$ cat src/rtl/ps2_mouse_tracker.sv
// ps2_mouse_tracker
//   Frames 3-byte PS/2 mouse packets from a byte strobe and tracks a clamped cursor.
//   The header byte must have bit3 set; a rejected header or a stalled packet raises
//   sync_err for one cycle. Deltas saturate on overflow, are scaled by an arithmetic
//   right shift of SHIFT, and are added to the cursor with clamping at the screen edges.
// Ports
//   CLOCK                 rising-edge system clock
//   reset                 asynchronous, active-low
//   rx_data / rx_valid    byte from the PS/2 receiver and its 1-cycle strobe
//   clear                 recentre the cursor to INIT_X/INIT_Y on the next edge
//   mouseX / mouseY       clamped cursor position (0,0 = top left)
//   btn_left/right/middle header bits 0..2 of the last packet
//   dx / dy               signed 9-bit deltas of the last packet, unscaled (dy + = up)
//   pkt_valid             1-cycle pulse when a packet has been applied
//   sync_err              1-cycle pulse on a rejected header or intra-packet timeout
module ps2_mouse_tracker #(
    parameter int SCREEN_W = 640,
    parameter int SCREEN_H = 480,
    parameter int COORD_W  = 11,
    parameter int SHIFT    = 0,
    parameter int TIMEOUT  = 150000,
    parameter int INIT_X   = 320,
    parameter int INIT_Y   = 240
) (
    input  logic               CLOCK,
    input  logic               reset,
    input  logic [7:0]         rx_data,
    input  logic               rx_valid,
    input  logic               clear,
    output logic [COORD_W-1:0] mouseX,
    output logic [COORD_W-1:0] mouseY,
    output logic               btn_left,
    output logic               btn_right,
    output logic               btn_middle,
    output logic [8:0]         dx,
    output logic [8:0]         dy,
    output logic               pkt_valid,
    output logic               sync_err
);

    localparam int CNT_W = (TIMEOUT > 1) ? $clog2(TIMEOUT) : 1;
    localparam int PW    = COORD_W + 2;

    typedef enum logic [1:0] {HDR, BX, BY, APPLY} state_t;

    state_t             state_reg, state_next;
    // Only the header bits that matter are kept: overflow flags, sign bits, buttons.
    logic               ovf_y_reg, ovf_y_next, ovf_x_reg, ovf_x_next;
    logic               sgn_y_reg, sgn_y_next, sgn_x_reg, sgn_x_next;
    logic [2:0]         btn_reg, btn_next;
    logic [7:0]         bx_reg, bx_next, by_reg, by_next;
    logic [CNT_W-1:0]   cnt_reg, cnt_next;
    logic               err_pend_reg, err_pend_next;
    logic               sync_err_reg, sync_err_next;
    logic               pkt_valid_reg;
    logic [COORD_W-1:0] mouse_x_reg, mouse_y_reg;
    logic [2:0]         btn_out_reg;
    logic [8:0]         dx_reg, dy_reg;

    logic [8:0]         dx_calc, dy_calc;
    logic signed [8:0]  sdx, sdy;
    logic signed [PW-1:0] nx, ny;
    logic [COORD_W-1:0] nx_cl, ny_cl;

    // Framing FSM and timeout counter
    always_comb begin
        state_next    = state_reg;
        ovf_y_next    = ovf_y_reg;
        ovf_x_next    = ovf_x_reg;
        sgn_y_next    = sgn_y_reg;
        sgn_x_next    = sgn_x_reg;
        btn_next      = btn_reg;
        bx_next       = bx_reg;
        by_next       = by_reg;
        cnt_next      = '0;
        err_pend_next = 1'b0;
        // A header rejected during APPLY reports one cycle late so it never
        // overlaps the pkt_valid pulse of the packet being applied.
        sync_err_next = err_pend_reg;
        case (state_reg)
            HDR, APPLY: begin
                state_next = HDR;
                if (rx_valid) begin
                    if (rx_data[3]) begin
                        ovf_y_next = rx_data[7];
                        ovf_x_next = rx_data[6];
                        sgn_y_next = rx_data[5];
                        sgn_x_next = rx_data[4];
                        btn_next   = rx_data[2:0];
                        state_next = BX;
                    end else if (state_reg == APPLY) begin
                        err_pend_next = 1'b1;
                    end else begin
                        sync_err_next = 1'b1;
                    end
                end
            end
            BX: begin
                if (rx_valid) begin
                    bx_next    = rx_data;
                    state_next = BY;
                end else if (cnt_reg == CNT_W'(TIMEOUT - 1)) begin
                    state_next    = HDR;
                    sync_err_next = 1'b1;
                end else begin
                    cnt_next = cnt_reg + 1'b1;
                end
            end
            BY: begin
                if (rx_valid) begin
                    by_next    = rx_data;
                    state_next = APPLY;
                end else if (cnt_reg == CNT_W'(TIMEOUT - 1)) begin
                    state_next    = HDR;
                    sync_err_next = 1'b1;
                end else begin
                    cnt_next = cnt_reg + 1'b1;
                end
            end
            default: state_next = HDR;
        endcase
    end

    // Delta decode, saturation, scaling and clamped position update
    always_comb begin
        dx_calc = {sgn_x_reg, bx_reg};
        dy_calc = {sgn_y_reg, by_reg};
        if (ovf_x_reg) dx_calc = sgn_x_reg ? 9'h100 : 9'h0FF;
        if (ovf_y_reg) dy_calc = sgn_y_reg ? 9'h100 : 9'h0FF;
        sdx = $signed(dx_calc) >>> SHIFT;
        sdy = $signed(dy_calc) >>> SHIFT;
        // Two guard bits keep the sum from wrapping before the clamp.
        nx = $signed({2'b00, mouse_x_reg}) + PW'(sdx);
        ny = $signed({2'b00, mouse_y_reg}) - PW'(sdy);
        if (nx < 0)                 nx_cl = '0;
        else if (nx > SCREEN_W - 1) nx_cl = COORD_W'(SCREEN_W - 1);
        else                        nx_cl = nx[COORD_W-1:0];
        if (ny < 0)                 ny_cl = '0;
        else if (ny > SCREEN_H - 1) ny_cl = COORD_W'(SCREEN_H - 1);
        else                        ny_cl = ny[COORD_W-1:0];
    end

    always_ff @(posedge CLOCK or negedge reset) begin
        if (!reset) begin
            state_reg     <= HDR;
            ovf_y_reg     <= 1'b0;
            ovf_x_reg     <= 1'b0;
            sgn_y_reg     <= 1'b0;
            sgn_x_reg     <= 1'b0;
            btn_reg       <= '0;
            bx_reg        <= '0;
            by_reg        <= '0;
            cnt_reg       <= '0;
            err_pend_reg  <= 1'b0;
            sync_err_reg  <= 1'b0;
            pkt_valid_reg <= 1'b0;
            mouse_x_reg   <= COORD_W'(INIT_X);
            mouse_y_reg   <= COORD_W'(INIT_Y);
            btn_out_reg   <= '0;
            dx_reg        <= '0;
            dy_reg        <= '0;
        end else begin
            state_reg     <= state_next;
            ovf_y_reg     <= ovf_y_next;
            ovf_x_reg     <= ovf_x_next;
            sgn_y_reg     <= sgn_y_next;
            sgn_x_reg     <= sgn_x_next;
            btn_reg       <= btn_next;
            bx_reg        <= bx_next;
            by_reg        <= by_next;
            cnt_reg       <= cnt_next;
            err_pend_reg  <= err_pend_next;
            sync_err_reg  <= sync_err_next;
            pkt_valid_reg <= (state_reg == APPLY);
            if (state_reg == APPLY) begin
                mouse_x_reg <= nx_cl;
                mouse_y_reg <= ny_cl;
                btn_out_reg <= btn_reg;
                dx_reg      <= dx_calc;
                dy_reg      <= dy_calc;
            end
            // Recentre overrides a same-cycle packet update of the position only.
            if (clear) begin
                mouse_x_reg <= COORD_W'(INIT_X);
                mouse_y_reg <= COORD_W'(INIT_Y);
            end
        end
    end

    assign mouseX     = mouse_x_reg;
    assign mouseY     = mouse_y_reg;
    assign btn_left   = btn_out_reg[0];
    assign btn_right  = btn_out_reg[1];
    assign btn_middle = btn_out_reg[2];
    assign dx         = dx_reg;
    assign dy         = dy_reg;
    assign pkt_valid  = pkt_valid_reg;
    assign sync_err   = sync_err_reg;

endmodule

$ cat config.mk
export PLATFORM = sky130hd
export DESIGN_NAME = ps2_mouse_tracker
export DESIGN_NICKNAME = d
export VERILOG_FILES = /design/src/rtl/ps2_mouse_tracker.sv
export SDC_FILE = /design/constraint.sdc
export NUM_CORES = 1
export LEC_CHECK = 0
export ABC_AREA = 1
export CORE_AREA = 2 2 98 100
export CTS_CLUSTER_DIAMETER = 60
export DETAILED_ROUTE_END_ITERATION = 7
export DIE_AREA = 0 0 100 102
export PLACE_DENSITY = 0.85
export SLEW_MARGIN = 25
export SYNTH_ARGS = -nofsm -noshare
export SYNTH_HDL_FRONTEND = slang
export SYNTH_SLANG_ARGS = --single-unit
export TNS_END_PERCENT = 10
$ cat constraint.sdc
create_clock -name CLOCK -period 3.2 [get_ports CLOCK]
set_input_delay 0.48 -clock CLOCK [delete_from_list [all_inputs] [get_ports CLOCK]]
set_output_delay 0.48 -clock CLOCK [all_outputs]
set_load 0.02 [all_outputs]
# --- Word level (Yosys, flattened, before mapping) ---
# Index checks and enable logic that the tools add are counted.
totals:
  register_bits: 89
  in_bits: 12
  out_inout_bits: 45
  wordCells: 66
classes:
  addsub: 3
  order_cmp: 4
  n_eq_ne: 4
  mux: 31
  reduce_logical: 7
ops:
  columns: ["operator", "n"]
  rows:
  - ["11-bit two-way mux", 8]
  - ["18-bit two-way mux", 3]
  - ["9-bit two-way mux", 4]
  - ["13-bit by 1-bit less-than comparator with 1-bit output, second input constant", 2]
  - ["18-bit by 1-bit adder with 18-bit output, second input constant", 1]
  - ["18-bit equality test, second input constant", 1]
  - ["12-bit by 9-bit adder with 13-bit output", 1]
  - ["13-bit by 10-bit greater-than comparator with 1-bit output, second input constant", 1]
  - ["13-bit by 11-bit greater-than comparator with 1-bit output, second input constant", 1]
  - ["12-bit by 9-bit subtractor with 13-bit output", 1]
  - ["1-bit two-way mux", 11]
  - ["2-bit two-way mux", 3]
  - ["2-bit one-hot mux with 3 select lines", 1]
  - ["2-bit equality test, second input constant", 2]
  - ["2-bit AND reduction", 2]
  - ["2-bit OR reduction", 2]
  - ["3-bit AND reduction", 1]
  - ["2-bit by 1-bit equality test with 1-bit output, second input constant", 1]
  - ["2-bit logical NOT", 1]
  - ["1-bit one-hot mux with 2 select lines", 1]
  - ["2-bit nonzero test", 1]

# --- Logic depth before layout (Yosys ltp) ---
logic_depth:
  word_depth: 8
  depth_mapped: 20
  ltp_nobuf: 19

# --- Worst setup path before layout ---
# Ideal clock, no wire load.
synth_path:
  path_type: "register to register"
  startpoint: "reg ovf_x_reg"
  endpoint: "reg mouse_x_reg[7] (netlist: mouseX[7])"
  setup_time_ns: 0.118
  t_arrival_ns: 2.533
  setup_slack_ns: 0.549
  path_stages_with_launch: 20
  path_buffers: 1
  synth_period_minus_slack_ns: 2.651
  path_cell_list: "dfrtp_1 > clkbuf_1 > nand2_1 > inv_1 > nor2_1 > ha_1 > fa_1 > nand3_1 > nand2_1 > nand3_1 > nand2_1 > a21oi_1 > or2_2 > nand2_1 > nand2_1 > nand2_1 > nand2_1 > nand2_1 > nand4_1 > nand2_1"
synth_via:
  elab_chain_cells: 7
  word_cells_on_any_way: 8
synth_lines:
  columns: ["item", "line_no", "text"]
  rows:
  - ["start: declaration", "48", "logic ovf_y_reg, ovf_y_next, ovf_x_reg, ovf_x_next;"]
  - ["start signal: assignment", "165", "ovf_x_reg <= ovf_x_next;"]
  - ["9-bit two-way mux (*)", "128", "if (ovf_x_reg) dx_calc = sgn_x_reg ? 9'h100 : 9'h0FF;"]
  - ["net dx_calc[0]", "60", "logic [8:0] dx_calc, dy_calc;"]
  - ["12-bit by 9-bit adder with 13-bit output (*)", "133", "nx = $signed({2'b00, mouse_x_reg}) + PW'(sdx);"]
  - ["13-bit by 11-bit greater-than comparator with 1-bit output", "136", "else if (nx > SCREEN_W - 1) nx_cl = COORD_W'(SCREEN_W - 1);"]
  - ["11-bit two-way mux", "136", null]
  - ["11-bit two-way mux (*)", "135", "if (nx < 0) nx_cl = '0;"]
  - ["11-bit two-way mux (*)", "175", "if (state_reg == APPLY) begin"]
  - ["11-bit two-way mux (*)", "183", "if (clear) begin"]
  - ["end signal: assignment", "157", "mouse_x_reg <= COORD_W'(INIT_X);"]
  - ["end signal: assignment", "176", "mouse_x_reg <= nx_cl;"]
  - ["end signal: assignment", "184", "mouse_x_reg <= COORD_W'(INIT_X);"]
  - ["end: declaration", "56", "logic [COORD_W-1:0] mouse_x_reg, mouse_y_reg;"]
# Mark *: on every way through the listed nets, which the timed path passes. The rest lies on a longest branch. The select of a mux whose other input is x is not followed.
# A chain may end at the register's enable or synchronous reset.

# --- Worst setup path after layout ---
layout_path:
  startpoint: "reg ovf_x_reg"
  endpoint: "reg mouse_x_reg[3] (netlist: mouseX[3])"
# The elaborated chain is that of the path after synthesis.

==> summary.txt <==
Setup path
  • Critical Setup Path Class: reg2reg
  • Crit. End Element: flop
  • Data arrival, critical path: 3.15 ns
  • Critical Path Fanout Max: 10
  • Startpoint Class: flop
  • Required time worst endpoint: 3.51 ns

Floorplan
  • Starting Density: 56.2%
  • Ports: 57
  • Chip Width: 100 um
  • Full die area: 10200 sq um
  • Rows: 35
  • Die H: 102 um
  • Core region area: 9110 sq um

Routing
  • Routed vias/inst: 5.44
  • Vias: 4751
  • Detailed Route WL: around 13000 um
  • First DRT Iteration DRCs: between 200 and 250
  • 1st-pass router iterations: 5
  • Final ANT Viol Nets: 0
  • DRC: 0
  • Wirelength per Cell: 14.3 um

Clocking
  • Clock transition at path regs: about 0.10 ns
  • H-tree Lvls: 3
  • Cts hold-fix bufs: 0
  • Root Driver: clkbuf_8
  • TritonCTS Sinks: 89
  • Worst-skew pair later-pin latency: 0.36 ns
  • CTS tree: yes
  • CTS Buf Count: 9
  • Clock Path Buffers: 2

STA
  • Final Cycle Share: between 80% and 90%
  • Unrepaired setup endpoints after global routing: no
  • Max-slew violations: 0
  • Setup ws final: 0.355 ns
  • Hold Slack: 0.0407 ns
  • Worst slew margin: around two thirds
  • Final hold viol count: 0
  • Finish-stage setup viols: 0
  • Final TNS setup: 0 ns
  • Setup Skew: 0.00707 ns
  • Final min period: 2.84 ns
  • Max frequency: 352 MHz
  • Worst slew pin tran: approximately 0.52 ns

Yosys
  • Distinct cell type count after synthesis: 36
  • Sequential area share after synthesis: 43.6%
  • Synth Instances: 695
  • Syn nets: approximately 730
  • Area contributors post-synth: dfrtp_1, nand2_1, nor2_1, ha_1, inv_1
  • Share of the synthesized area in the top cell type: 40.6%
  • YS warnings: 0
  • Top cell type by total area after synthesis: dfrtp_1
  • Yosys reg bits: just under 90
  • Avg Inst Size Synth: 7.37 sq um
  • Synth Cell Area: 5120 sq um

GRT
  • Largest net degree at the start of global routing: 34
  • Initial antenna violation count: 0
  • Vias in the first global route: 4706
  • First-pass GRT wire length: 21600 um
  • Total gr overflow: 0
  • GRT Util Overall: 26.5%

Cells and area
  • Area Overhead vs Synth: 17.6%
  • Layout cell share with drive strength beyond 1: 6.43%
  • Antenna diode count: 0
  • Multi-input gate area: about 2500 sq um
  • Final-stage net count: between 700 and 800
  • Number of flip-flops in the largest register: 18
  • Reg area: 2240 sq um
  • Fill count: 784

Placed design
  • Detailed placement HPWL: 9630 um
  • Routability cong.: 0.996
  • Pre-CTS WS: 0.354 ns
  • I/O Buffers: between 50 and 60

Flow run
  • Max Cap Violations: 0

Pwr
  • Total power: around 3.4 mW
  • Max IR drop VDD: 0.328 mV
  • Power per cell area: approximately 560 nW/um^2
  • Leakage power: 3.11 nW

Status
  • Outcome: finished clean

Min path
  • Worst min-delay path category: in2async
==> kinds of logic after synthesis <==
| group | count (synthesis) | synth area share (%) |
|---|---|---|
| simple gates | 392 | 31.4 |
| xor+xnor | 19 | 3.25 |
| fa+ha+maj | 25 | 6.40 |
| flops | 89 | 43.6 |
| buf+inv | 88 | 6.60 |
| compound gates | 82 | 8.75 |
==> placed cells by master, fill, tap and decap left out, drive strengths merged, types with 13 or more instances in the layout <==
cell type,n
a21oi,25
clkdlybuf4s50,55
dfrtp,83
ha,23
inv,78
nand2,248
nand3,37
nor2,79
nor3,14
o21ai,43
xor2,13
==> through the flow <==
step,instances,utilization (%),area [sq um]
final,873,66.1,6020
after CTS,873,66.1,6020
after global routing,873,66.1,6020
after global placement,857,63.9,5820
after detailed placement,857,63.9,5820
after floorplan,695,-,5120
==> power breakdown <==
| part | total [mW] | leakage [nW] | internal (mW) | switching, mW |
|---|---|---|---|---|
| combinational | 1.25 | 1.83 | 0.460 | 0.787 |
| clock | 0.781 | 0.0982 | 0.323 | 0.458 |
| sequential | 1.36 | 1.18 | 1.26 | 0.106 |
==> metal layers <==
metal	track usage [%]	wire, um	vias up
li1	-	-	2309
met5	0	0	-
met1	35.6	5420	2231
met3	3.90	808	34
met4	12.3	372	0
met2	42.8	5900	177
==> timing repair <==
| item | in CTS | in global routing |
|---|---|---|
| setup endpoints to repair | 0 | 9 |
| setup buffers | 0 | 0 |
| resized for setup | 0 | 1 |
==> worst paths after layout <==
path	end	from	slack, ns	cells past startpoint
worst max register to register	mouseX[3]	ovf_x_reg	0.36	19
worst min-delay path	dx[3]	reset	0.04	1
worst max-delay path	mouseX[3]	ovf_x_reg	0.36	19
worst min register to register	sync_err	err_pend_reg	0.48	2
min in group CLOCK	sync_err	err_pend_reg	0.48	2
max in group asynchronous	mouseY[7]	reset	2.40	2
==> cells in the mapped netlist, drive strengths merged <==
cell and n:
a21boi 2, a21o 3, a21oi 25, a31o 1, a31oi 2, and3 1
buf 2, clkbuf 11, dfrtp 83, dfstp 6, fa 2, ha 23
inv 75, nand2 248, nand3 37, nand3b 3, nand4 5, nor2 79
nor3 14, nor4 2, o21a 2, o21ai 43, o21bai 3, o31ai 1
or2 3, xnor2 6, xor2 13
==> final cells by class <==
class                      count  area share, %
clock buffer                  10           2.29
clock inverter                 6           1.02
inverter                      75           4.67
multi-input combinational    518           42.3
sequential                    89           37.1
tap                          111           2.31
timing repair buffer          64           10.3
==> worst max-delay path, cell delays in order, from the launching register on <==
cell and delay [ns]:
dfrtp_2 0.45, nand2_1 0.08, inv_1 0.17, nor2_1 0.09, ha_1 0.21, fa_1 0.44
nand3_1 0.11, nand2_1 0.08, nand3_1 0.08, nand2_1 0.09, a21oi_1 0.17, or2_2 0.14
nand2_1 0.04, nand2_1 0.05, nand2_1 0.04, nand2_1 0.10, nand2_1 0.19, nand2_1 0.12
nand2_1 0.05, nand2_1 0.07
Note: power is estimated with default switching activity, not from simulation.
